==> src/rtl/itof_pipe.sv <==
// itof_pipe: two-stage pipelined 32-bit integer to IEEE-754 single conversion.
// Stage 1 takes the sign, the magnitude and the leading-zero count.
// Stage 2 normalises, rounds to nearest even and packs the result.
// Both stages use a valid/ready skid-free pipeline, so a stalled consumer
// back-pressures the producer without losing or duplicating data.
module itof_pipe #(
  parameter bit SIGNED = 1'b1
) (
  input  logic        clk,
  input  logic        rstn,
  input  logic [31:0] x,
  input  logic        in_valid,
  output logic        in_ready,
  output logic [31:0] y,
  output logic        out_valid,
  input  logic        out_ready
);

  // Exponent of 2^31 in biased form (127 + 31). A normalised value with lz
  // leading zeros has biased exponent EXP_BASE - lz.
  localparam logic [8:0] EXP_BASE = 9'd158;

  // Leading-zero count of a 32-bit word; returns 32 for an all-zero word.
  function automatic logic [5:0] lzc32(input logic [31:0] v);
    logic [5:0] cnt;
    logic       found;
    cnt   = 6'd0;
    found = 1'b0;
    for (int i = 31; i >= 0; i--) begin
      if (!found) begin
        if (v[i]) begin
          found = 1'b1;
        end else begin
          cnt = cnt + 6'd1;
        end
      end else begin
        cnt = cnt;
      end
    end
    return cnt;
  endfunction

  // Round-to-nearest-even decision from guard, sticky and the kept LSB.
  function automatic logic rne_up(input logic guard, input logic sticky,
                                  input logic lsb);
    return guard & (sticky | lsb);
  endfunction

  // Pipeline control
  logic        adv1_s;
  logic        adv2_s;

  // Stage 1 state and its combinational inputs
  logic        v1_q;
  logic        s_q;
  logic [31:0] a_q;
  logic [5:0]  lz_q;
  logic        v1_d;
  logic        s_d;
  logic [31:0] a_d;
  logic [5:0]  lz_d;
  logic        ld1_data_s;

  // Stage 2 state and its combinational inputs
  logic        v2_q;
  logic [31:0] y_q;
  logic        v2_d;
  logic [31:0] y_d;
  logic        ld2_data_s;

  // Stage 2 datapath intermediates
  logic [31:0] n_s;
  logic [23:0] mc_s;
  logic        g_s;
  logic        st_s;
  logic        ru_s;
  logic [24:0] mr_s;
  logic [8:0]  exp_s;
  logic [22:0] man_s;

  // Advance conditions: a stage moves when it is empty or the next one moves.
  always_comb begin
    adv2_s   = ~v2_q | out_ready;
    adv1_s   = ~v1_q | adv2_s;
    in_ready = adv1_s;
  end

  // Stage 1 datapath: sign, magnitude (0x80000000 maps to itself) and lzc.
  always_comb begin
    s_d = SIGNED & x[31];
    if (s_d) begin
      a_d = ~x + 32'd1;
    end else begin
      a_d = x;
    end
    lz_d       = lzc32(a_d);
    v1_d       = in_valid;
    ld1_data_s = adv1_s & in_valid;
  end

  // Stage 1 registers: valid follows in_valid on every advance; data only
  // loads for a real input so y stays zero until the first result.
  always_ff @(posedge clk or negedge rstn) begin
    if (!rstn) begin
      v1_q <= 1'b0;
      s_q  <= 1'b0;
      a_q  <= 32'd0;
      lz_q <= 6'd0;
    end else begin
      if (adv1_s) begin
        v1_q <= v1_d;
      end else begin
        v1_q <= v1_q;
      end
      if (ld1_data_s) begin
        s_q  <= s_d;
        a_q  <= a_d;
        lz_q <= lz_d;
      end else begin
        s_q  <= s_q;
        a_q  <= a_q;
        lz_q <= lz_q;
      end
    end
  end

  // Stage 2 datapath: normalise, round to nearest even, pack the float.
  always_comb begin
    n_s  = a_q << lz_q;
    mc_s = n_s[31:8];
    g_s  = n_s[7];
    st_s = |n_s[6:0];
    ru_s = rne_up(g_s, st_s, mc_s[0]);
    mr_s = {1'b0, mc_s} + {24'd0, ru_s};
    if (mr_s[24]) begin
      // Rounding carried out of the mantissa: value is the next power of two.
      exp_s = EXP_BASE - {3'd0, lz_q} + 9'd1;
      man_s = 23'd0;
    end else begin
      exp_s = EXP_BASE - {3'd0, lz_q};
      man_s = mr_s[22:0];
    end
    if (a_q == 32'd0) begin
      y_d = 32'd0;
    end else begin
      y_d = {s_q, exp_s[7:0], man_s};
    end
    v2_d       = v1_q;
    ld2_data_s = adv2_s & v1_q;
  end

  // Stage 2 registers: hold while the consumer stalls a valid result.
  always_ff @(posedge clk or negedge rstn) begin
    if (!rstn) begin
      v2_q <= 1'b0;
      y_q  <= 32'd0;
    end else begin
      if (adv2_s) begin
        v2_q <= v2_d;
      end else begin
        v2_q <= v2_q;
      end
      if (ld2_data_s) begin
        y_q <= y_d;
      end else begin
        y_q <= y_q;
      end
    end
  end

  // Registered outputs
  always_comb begin
    y         = y_q;
    out_valid = v2_q;
  end

endmodule
==> config.mk <==
export PLATFORM = sky130hd
export DESIGN_NAME = itof_pipe
export DESIGN_NICKNAME = d
export VERILOG_FILES = /design/src/rtl/itof_pipe.sv
export SDC_FILE = /design/constraint.sdc
export NUM_CORES = 1
export LEC_CHECK = 0
export CAP_MARGIN = 20
export CORE_ASPECT_RATIO = 0.6
export CORE_MARGIN = 3
export CORE_UTILIZATION = 60
export DETAILED_ROUTE_END_ITERATION = 12
export PLACE_DENSITY = 0.91
export SYNTH_ARGS = -nofsm -noshare
export SYNTH_HDL_FRONTEND = slang
export SYNTH_SLANG_ARGS = --single-unit
==> constraint.sdc <==
create_clock -name clk -period 11.47 [get_ports clk]
set_input_delay 1.7205 -clock clk [delete_from_list [all_inputs] [get_ports clk]]
set_output_delay 1.7205 -clock clk [all_outputs]
set_load 0.05 [all_outputs]
==> impl_results.md, run 1 <==
- Worst_ep grt: lz_q[5]$_DFFE_PN0P_/D
- #FFs+latches synth: 73
- Primary FF master, synth: dfrtp_1
- Mapped Cells: 1313
- CTS sink cnt: 73
- Synthesis warning total: 0
- Seq/Total Area, Yosys: 18.2%
- Die Y: 106 µm
- Starting Density: 63.2%
- Run status: stopped before the end
- Die X: 173 µm
- Failed at: global routing (5_1_grt)
- Num CTS Buffers: 9
- Synthesized area: 10000 µm²
- Root buffer cell: clkbuf_16
- DP HPWL: 29.9 mm
- IO Port Bufs: 69
- Log Error: [ERROR GRT-0232] Routing congestion too high. Check the congestion heatmap in the GUI.
- DP Worst Slack: -4.57 ns
- Synthesized area per cell: 7.63 µm²
- Number of core rows: 35
- H-tree levels: 3
- Total grt overflow: 88
- Post-synth cell types: 96
- Boundary pin count: 70
- All-Layer GR Usage: 81.9%
- Largest net degree at the start of global routing: 76
- CTS Hold Bufs: 0
- Async S/R FF share, synth: 100%
- Syn_nets: 1380
- Worst ep type: register input
- Post-synth EDFFs: 0
- Clk buf depth: 2
- Routability Congestion: 1.10
-- synth_stat cells, types with 16 or more instances --
| cell type | count | area share [%] |
|---|---|---|
| o21ai_0 | 111 | 5.5 |
| and2_1 | 17 | 1.1 |
| mux2i_1 | 40 | 4.0 |
| or3_1 | 21 | 1.3 |
| a21oi_1 | 57 | 2.8 |
| clkbuf_1 | 61 | 2.3 |
| mux4_2 | 24 | 5.4 |
| xnor2_1 | 58 | 5.1 |
| nand4_1 | 16 | 1.0 |
| nor2b_1 | 18 | 1.1 |
| nand2_1 | 187 | 7.0 |
| nor4_1 | 30 | 1.9 |
| a211oi_1 | 18 | 1.3 |
| dfrtp_1 | 73 | 18 |
| inv_1 | 34 | 1.3 |
| nand3_1 | 36 | 1.8 |
| ha_1 | 31 | 3.9 |
| nor3_1 | 22 | 1.1 |
| nor2_1 | 112 | 4.2 |
| o31ai_1 | 20 | 1.5 |
| and3_1 | 16 | 1.0 |
| xor2_1 | 62 | 5.4 |
-- kinds of logic after synthesis --
group / count (synthesis) / share of synthesized area (%)
compound gates: 321 / 20.8
xor+xnor: 132 / 12.9
mux: 79 / 11.2
flops: 73 / 18.2
buf+inv: 115 / 4.58
simple gates: 561 / 28.3
fa+ha+maj: 32 / 3.97
-- what timing repair did --
item | 4_1_cts
setup endpoints to repair | 5
resized for setup | 98
pin swaps | 73
buffers inserted | 37
gates cloned | 0
-- layer usage --
layer	overflow	GRT usage, %
met4	28	82.8
met5	0	58.1
met2	52	90.8
met1	4	80.6
met3	4	75.0
-- per-stage QoR --
| step | utilization (%) | area, µm² | instances | setup TNS, ns |
|---|---|---|---|---|
| after detailed placement | 81.0 | 12800 | 1795 | -21.13 |
| after CTS | 86.5 | 13700 | 1847 | -18.65 |
| after floorplan | - | 10200 | 1313 | -15.08 |
| after global placement | 81.0 | 12800 | 1795 | -16.26 |
==> inputs of run 2 (changes only) <==
CORE_ASPECT_RATIO = default   (was 0.6)
CORE_UTILIZATION = 40   (was 60)
PLACE_DENSITY = default   (was 0.91)
PLACE_DENSITY_LB_ADDON = 0.15   (was default)
==> impl_results.md, run 2 <==
- Run status: finished, violations left
- Failing checks: negative setup slack
- CTS sink cnt: 73 (unchanged)
- Clk buf depth: 2 (unchanged)
- Global-route wire length before repair: 52.8 mm
- Max frequency: 0.0668 GHz
- Primary FF master, synth: dfrtp_1
- Total Nets Final: 1722
- Hold Path Cell Cnt: 2
- Max IR drop VDD: 116 µV
- Num CTS Buffers: 9 (unchanged)
- Leakage: 6.00 nW
- Final Skew: 0.00853 ns
- Largest net degree at the start of global routing: 76
- Simple-Gate Fraction of Synth Area: 28.3% (unchanged)
- Synth top cells by count: 187 x nand2_1, 112 x nor2_1, 111 x o21ai_0
- Seq/Total Area, Yosys: 18.2% (unchanged)
- WP data required: 11.67 ns
- Mapped Cells: 1313 (unchanged)
- Synthesis warning total: 0 (unchanged)
- Synth Area in XOR/XNOR: 12.9% (unchanged)
- IO Port Bufs: 69 (unchanged)
- Synth Area in Adders: 3.97% (unchanged)
- Cell mode on critical path: buf_6
- Rel. slew slack: 39.4%
- CP Launch Point: x[14]
- Die X: 164 µm (-5.0%)
- Final hold slack: 0.474 ns
- #FFs+latches synth: 73 (unchanged)
- Hold wc startpoint: y[20]
- ANT cells: 0
- Worst Hold Class: reg -> reg
- TritonRoute pass-1 iters: 6
- Tcrit/Tclk final: 130%
- Slew Limit Fails: 0
- Syn_nets: 1380 (unchanged)
- Delay of the slowest critical-path stage: 0.56 ns
- Total of max-cap violations: 0
- DR iter-0 viols: 688
- Synthesized area per cell: 7.63 µm² (unchanged)
- Commonest non-fill, non-tap cell in the layout: buf_4
- H-tree levels: 3 (unchanged)
- Routed WL per cell: 16.5 µm
- Number of core rows: 57 (+63%)
- Worst slew pin tran: 0.908 ns
- CP max-delay cell: or4_4
- Worst Hold End: y[20]
- Vias: 11.0k
- Synthesized area: 10000 µm² (unchanged)
- Minimum clock period: 14.97 ns
- Worst Path Max Fanout: 4
- Fin cells: 1984
- Clk slew on worst S/H paths: 0.06 ns
- Final Setup Violations: 5
- Starting Density: 41.0% (-22 points)
- Area grow syn2layout: 41.7%
- Share of cells above drive strength 1: 31.0%
- Routed WL: 32.7 mm
- Initial antenna violation count: 0
- Yosys top cell area share: 18.2% (unchanged)
- Post-route ant nets: 0
- Most frequent cell after synthesis: nand2_1
- Core area: 24500 µm²
- Total grt overflow: 0
- Post-synth cell types: 96 (unchanged)
- Most frequent cells in the layout: 327 x buf_4, 180 x nand2_1, 107 x nor2_1
- Worst-Skew Late Latency: 0.34 ns
- Vias per cell: 5.54
- Worst R2R Path Depth: 20
- R2R Setup Slk: 5.79 ns
- Post-synth EDFFs: 0 (unchanged)
- Die Y: 164 µm (+55%)
- Routability Congestion: 0.952 (-14%)
- Tot Pwr: 1.54 mW
- CTS tree: done
- Placed insts: 1919 (+6.9%)
- Setup crit end kind: register
- Compound-Gate Fraction of Synth Area: 20.8% (unchanged)
- DRC Markers: 0
- FF-to-FF End: y[26]
- Boundary pin count: 70 (unchanged)
- PD cells: 108 nW/µm²
- Full die area: 27000 µm²
- All-Layer GR Usage: 23.8%
- Critical setup path kind: in -> reg
- Leading area contributor after synthesis: dfrtp_1
- Vias in the first global route: 10.5k
- CP arrival: 15.16 ns
- Min setup slack post-route: -3.50 ns
- Total Negative Setup Slacks: -16.38 ns
- Async S/R FF share, synth: 100% (unchanged)
- DP HPWL: 25.6 mm (-14%)
- Startpoint types: input pin
- Synth top area cells: dfrtp_1 18%, nand2_1 7.0%, o21ai_0 5.5%
- Root buffer cell: clkbuf_16
- Largest family of logic cells by synthesized area: simple AND/OR/NAND/NOR gates
- Final Hold Fails: 0
- Mux contribution to synthesized area: 11.2% (unchanged)
- R2r startpoint: lz_q[1]
- Unrepaired setup endpoints after global routing: yes
[run 2: cell counts after synthesis]
No cell type changed its count.
[run 2: per-stage QoR]
stage                     setup WS (ns)  utilization [%]  cell area, µm²
after floorplan                   -3.35                -           10200
after global placement            -3.82             53.7           13100
after detailed placement          -4.25             53.7           13100
after CTS                         -3.39             56.7           13900
after global routing              -4.10             58.1           14200
final                             -3.50             58.1           14200
[run 2: how the worst max path moves through the flow]
stage,to,slack [ns],cells after the start
after CTS,lz_q[5],-3.39,77
after global routing,lz_q[5],-4.10,82
final,lz_q[3],-3.50,81
after floorplan,lz_q[5],-3.35,79
after detailed placement,lz_q[5],-4.25,79
after global placement,lz_q[5],-3.82,78
[run 2: logic make-up (layout without fill, tap and decap cells)]
family | after synthesis | after routing
compound gates | 321 | 321
mux | 79 | 79
fa+ha+maj | 32 | 32
buf+inv | 115 | 462
simple gates | 561 | 561
xor+xnor | 132 | 132
flops | 73 | 73
[run 2: critical path: cells and delay by family]
family / cells / cell delay [ns]
and+or+nand+nor: 22 / 3.49
muxes: 4 / 0.96
buffers and inverters: 10 / 1.22
AOI/OAI and AO/OA: 26 / 3.47
xor gates and xnor gates: 6 / 0.96
adders and majority gates: 13 / 3.29
[run 2: routing by layer]
layer / vias up / track usage [%] / routed length, µm
met5: - / 0 / 0
met4: 0 / 5.96 / 665
met3: 51 / 1.77 / 1010
met2: 216 / 42.0 / 16000
met1: 5225 / 31.6 / 15000
li1: 5502 / - / -
[run 2: layout make-up]
class	count	area, µm²
Clock inverter	6	66.3
Inverter	37	141
Fill cell	2274	10300
Tap cell	324	405
Sequential cell	73	1830
Timing Repair Buffer	409	3300
Multi-Input combinational cell	1125	8230
Clock buffer	10	239
[run 2: what timing repair did]
action                                 CTS  global route
hold buffers                             0             0
setup endpoints to repair                5             5
pin swaps                               48            40
buffers inserted                        35            16
gates resized for setup                 66            45
endpoints found under the hold margin    0             0
gates cloned                             0             0
[run 2: report_power, final]
part / leakage, nW / switching [mW] / internal [mW]
combinational: 4.94 / 0.498 / 0.402
clock: 0.153 / 0.110 / 0.175
sequential: 0.904 / 0.0434 / 0.312
(Power assumes the default switching activity.)
==> inputs of run 3 (changes only) <==
SKIP_LAST_GASP = 1   (was default)
==> impl_results.md, run 3 (synthesized netlist as in run 2, its figures left out) <==
- Run status: finished, violations left
- Failing checks: negative setup slack
- PD cells: 108 nW/µm² (about the same)
- Vias per cell: 5.55 (+0.11%)
- Worst Path Max Fanout: 9 (+5)
- ANT cells: 0 (unchanged)
- Slew Limit Fails: 0 (unchanged)
- Setup crit end kind: register
- Finished Cell Area: 14200 µm² (about the same)
- Number of core rows: 57 (unchanged)
- Worst-Skew Late Latency: 0.34 ns (about the same)
- Global-route wire length before repair: 52.8 mm (unchanged)
- IO Port Bufs: 69 (unchanged)
- Tcrit/Tclk final: 131% (+0.26 points)
- Switching share of power: 42.3% (about the same)
- Routed WL: 32.7 mm (about the same)
- Leakage: 6.00 nW (about the same)
- Initial antenna violation count: 0 (unchanged)
- CP arrival: 15.20 ns (+0.04 ns)
- Combinational share of power: 58.4% (about the same)
- Total grt overflow: 0 (unchanged)
- TritonRoute pass-1 iters: 4 (-2)
- Startpoint types: input pin
- Root buffer cell: clkbuf_16
- DP HPWL: 25.6 mm (unchanged)
- Share of cells above drive strength 1: 31.0% (unchanged)
- Vias in the first global route: 10.5k (unchanged)
- Cell mode on critical path: ha_4
- Final Setup Violations: 5 (unchanged)
- Final hold slack: 0.474 ns (+0.00000800 ns)
- Final Hold Fails: 0 (unchanged)
- P_sw: 0.652 mW (about the same)
- Max frequency: 0.0667 GHz (-0.20%)
- Routability Congestion: 0.952 (unchanged)
- Filler Cell Count: 2276 (+0.088%)
- Most frequent cells in the layout: 328 x buf_4, 180 x nand2_1, 107 x nor2_1
- Fin cells: 1984 (unchanged)
- Clock power share: 18.5% (about the same)
- Post-route ant nets: 0 (unchanged)
- Die X: 164 µm (unchanged)
- DRC Markers: 0 (unchanged)
- Placed insts: 1919 (unchanged)
- DR iter-0 viols: 706 (+2.6%)
- WP data required: 11.67 ns (about the same)
- Worst Hold Class: reg -> reg
- Final Skew: 0.00902 ns (+0.000492 ns)
- Full die area: 27000 µm² (unchanged)
- Boundary pin count: 70 (unchanged)
- Tot Pwr: 1.54 mW (about the same)
- Sequential share of power: 23.1% (about the same)
- Worst slew pin tran: 0.909 ns (+0.000433 ns)
- Vias: 11.0k (+0.11%)
- CTS Hold Bufs: 0 (unchanged)
- Total Nets Final: 1722 (unchanged)
- Starting Density: 41.0% (unchanged)
- Internal Power: 0.888 mW (about the same)
- Unrepaired setup endpoints after global routing: yes
- CP max-delay cell: or4_4
- Post-DP Area: 13100 µm² (unchanged)
- Minimum clock period: 15.00 ns (+0.0297 ns)
- Total Negative Setup Slacks: -16.49 ns (-0.113 ns)
- Delay of the slowest critical-path stage: 0.60 ns (+0.04 ns)
- Min setup slack post-route: -3.53 ns (-0.0297 ns)
- Largest net degree at the start of global routing: 76 (unchanged)
- CTS tree: done
- Commonest non-fill, non-tap cell in the layout: buf_4
- Rel. slew slack: 39.4% (about the same)
- Routed WL per cell: 16.5 µm (about the same)
- Core area: 24500 µm² (unchanged)
- Critical setup path kind: in -> reg
- All-Layer GR Usage: 23.8% (unchanged)
- Worst path bufs/invs: 8 (-2)
- Clk slew on worst S/H paths: 0.06 ns (about the same)
- H-tree levels: 3 (unchanged)
- Cell family with most CP delay: compound AO/OA/AOI/OAI gates
- Max IR drop VDD: 116 µV (about the same)
- Die Y: 164 µm (unchanged)
- CTS sink cnt: 73 (unchanged)
- Total of max-cap violations: 0 (unchanged)
- Num CTS Buffers: 9 (unchanged)
- Final Util: 58.0% (about the same)
- DP Worst Slack: -4.25 ns (unchanged)
- Clk buf depth: 2 (unchanged)
- Area grow syn2layout: 41.7% (about the same)
==> run 3: cell counts in the layout (fill, tap and decap cells not counted) <==
No cell type changed its count.
==> run 3: cell type report <==
cell class                 count  area (µm²)  area share (%)
sequential                    73        1830            12.9
tap                          324         405            2.86
clock buffer                  10         239            1.68
clock inverter                 6        66.3           0.467
timing repair buffer         409        3290            23.2
multi-input combinational   1125        8230            57.9
inverter                      37         141           0.996
==> run 3: worst paths after layout <==
check	to	cells after the start	startpoint	slack, ns
worst max-delay path	lz_q[5]	81	x[3]	-3.53
worst min-delay path	y[20]	2	y[20]	0.47
worst max register to register	y[26]	20	lz_q[1]	5.79
worst min register to register	y[20]	2	y[20]	0.47
max in group asynchronous	lz_q[0]	1	rstn	9.31
min in group asynchronous	y[29]	1	rstn	1.49
==> run 3: power groups by stage <==
stage / logic, mW / registers, mW / clock network [mW]
2_1_floorplan: 0.428 / 0.474 / 0
3_3_place_gp: 0.821 / 0.367 / 0
3_5_place_dp: 0.827 / 0.370 / 0
4_1_cts: 0.859 / 0.365 / 0.292
5_1_grt: 0.977 / 0.364 / 0.304
6_report: 0.899 / 0.356 / 0.285
==> run 3: routing by layer <==
| metal | vias up | GRT usage (%) | wire length, µm |
|---|---|---|---|
| met4 | 0 | 5.96 | 651 |
| met2 | 222 | 42.0 | 16100 |
| met5 | - | 0 | 0 |
| met3 | 47 | 1.77 | 1070 |
| met1 | 5241 | 31.6 | 14900 |
| li1 | 5496 | - | - |
==> run 3: worst reg2reg max path, cell delays in order (launching register included) <==
cell      delay, ns
dfrtp_1        0.32
buf_4          0.38
clkinv_1       0.38
a21oi_1        0.26
mux2i_1        0.12
o32ai_1        0.33
and2_1         0.22
ha_1           0.19
nand3_1        0.12
or3_1          0.43
or3_1          0.43
or3_1          0.40
or2_2          0.33
nor3_1         0.33
and4_1         0.28
nor4b_1        0.24
buf_4          0.19
nand2_1        0.08
nor3_1         0.30
xnor2_1        0.15
o21ai_0        0.08
==> run 3: timing repair <==
item | in CTS | in global routing
pin swaps | 47 | 41
endpoints found under the setup margin | 5 | 5
gates resized for setup | 66 | 44
hold endpoints to repair | 0 | 0
buffers inserted | 35 | 16
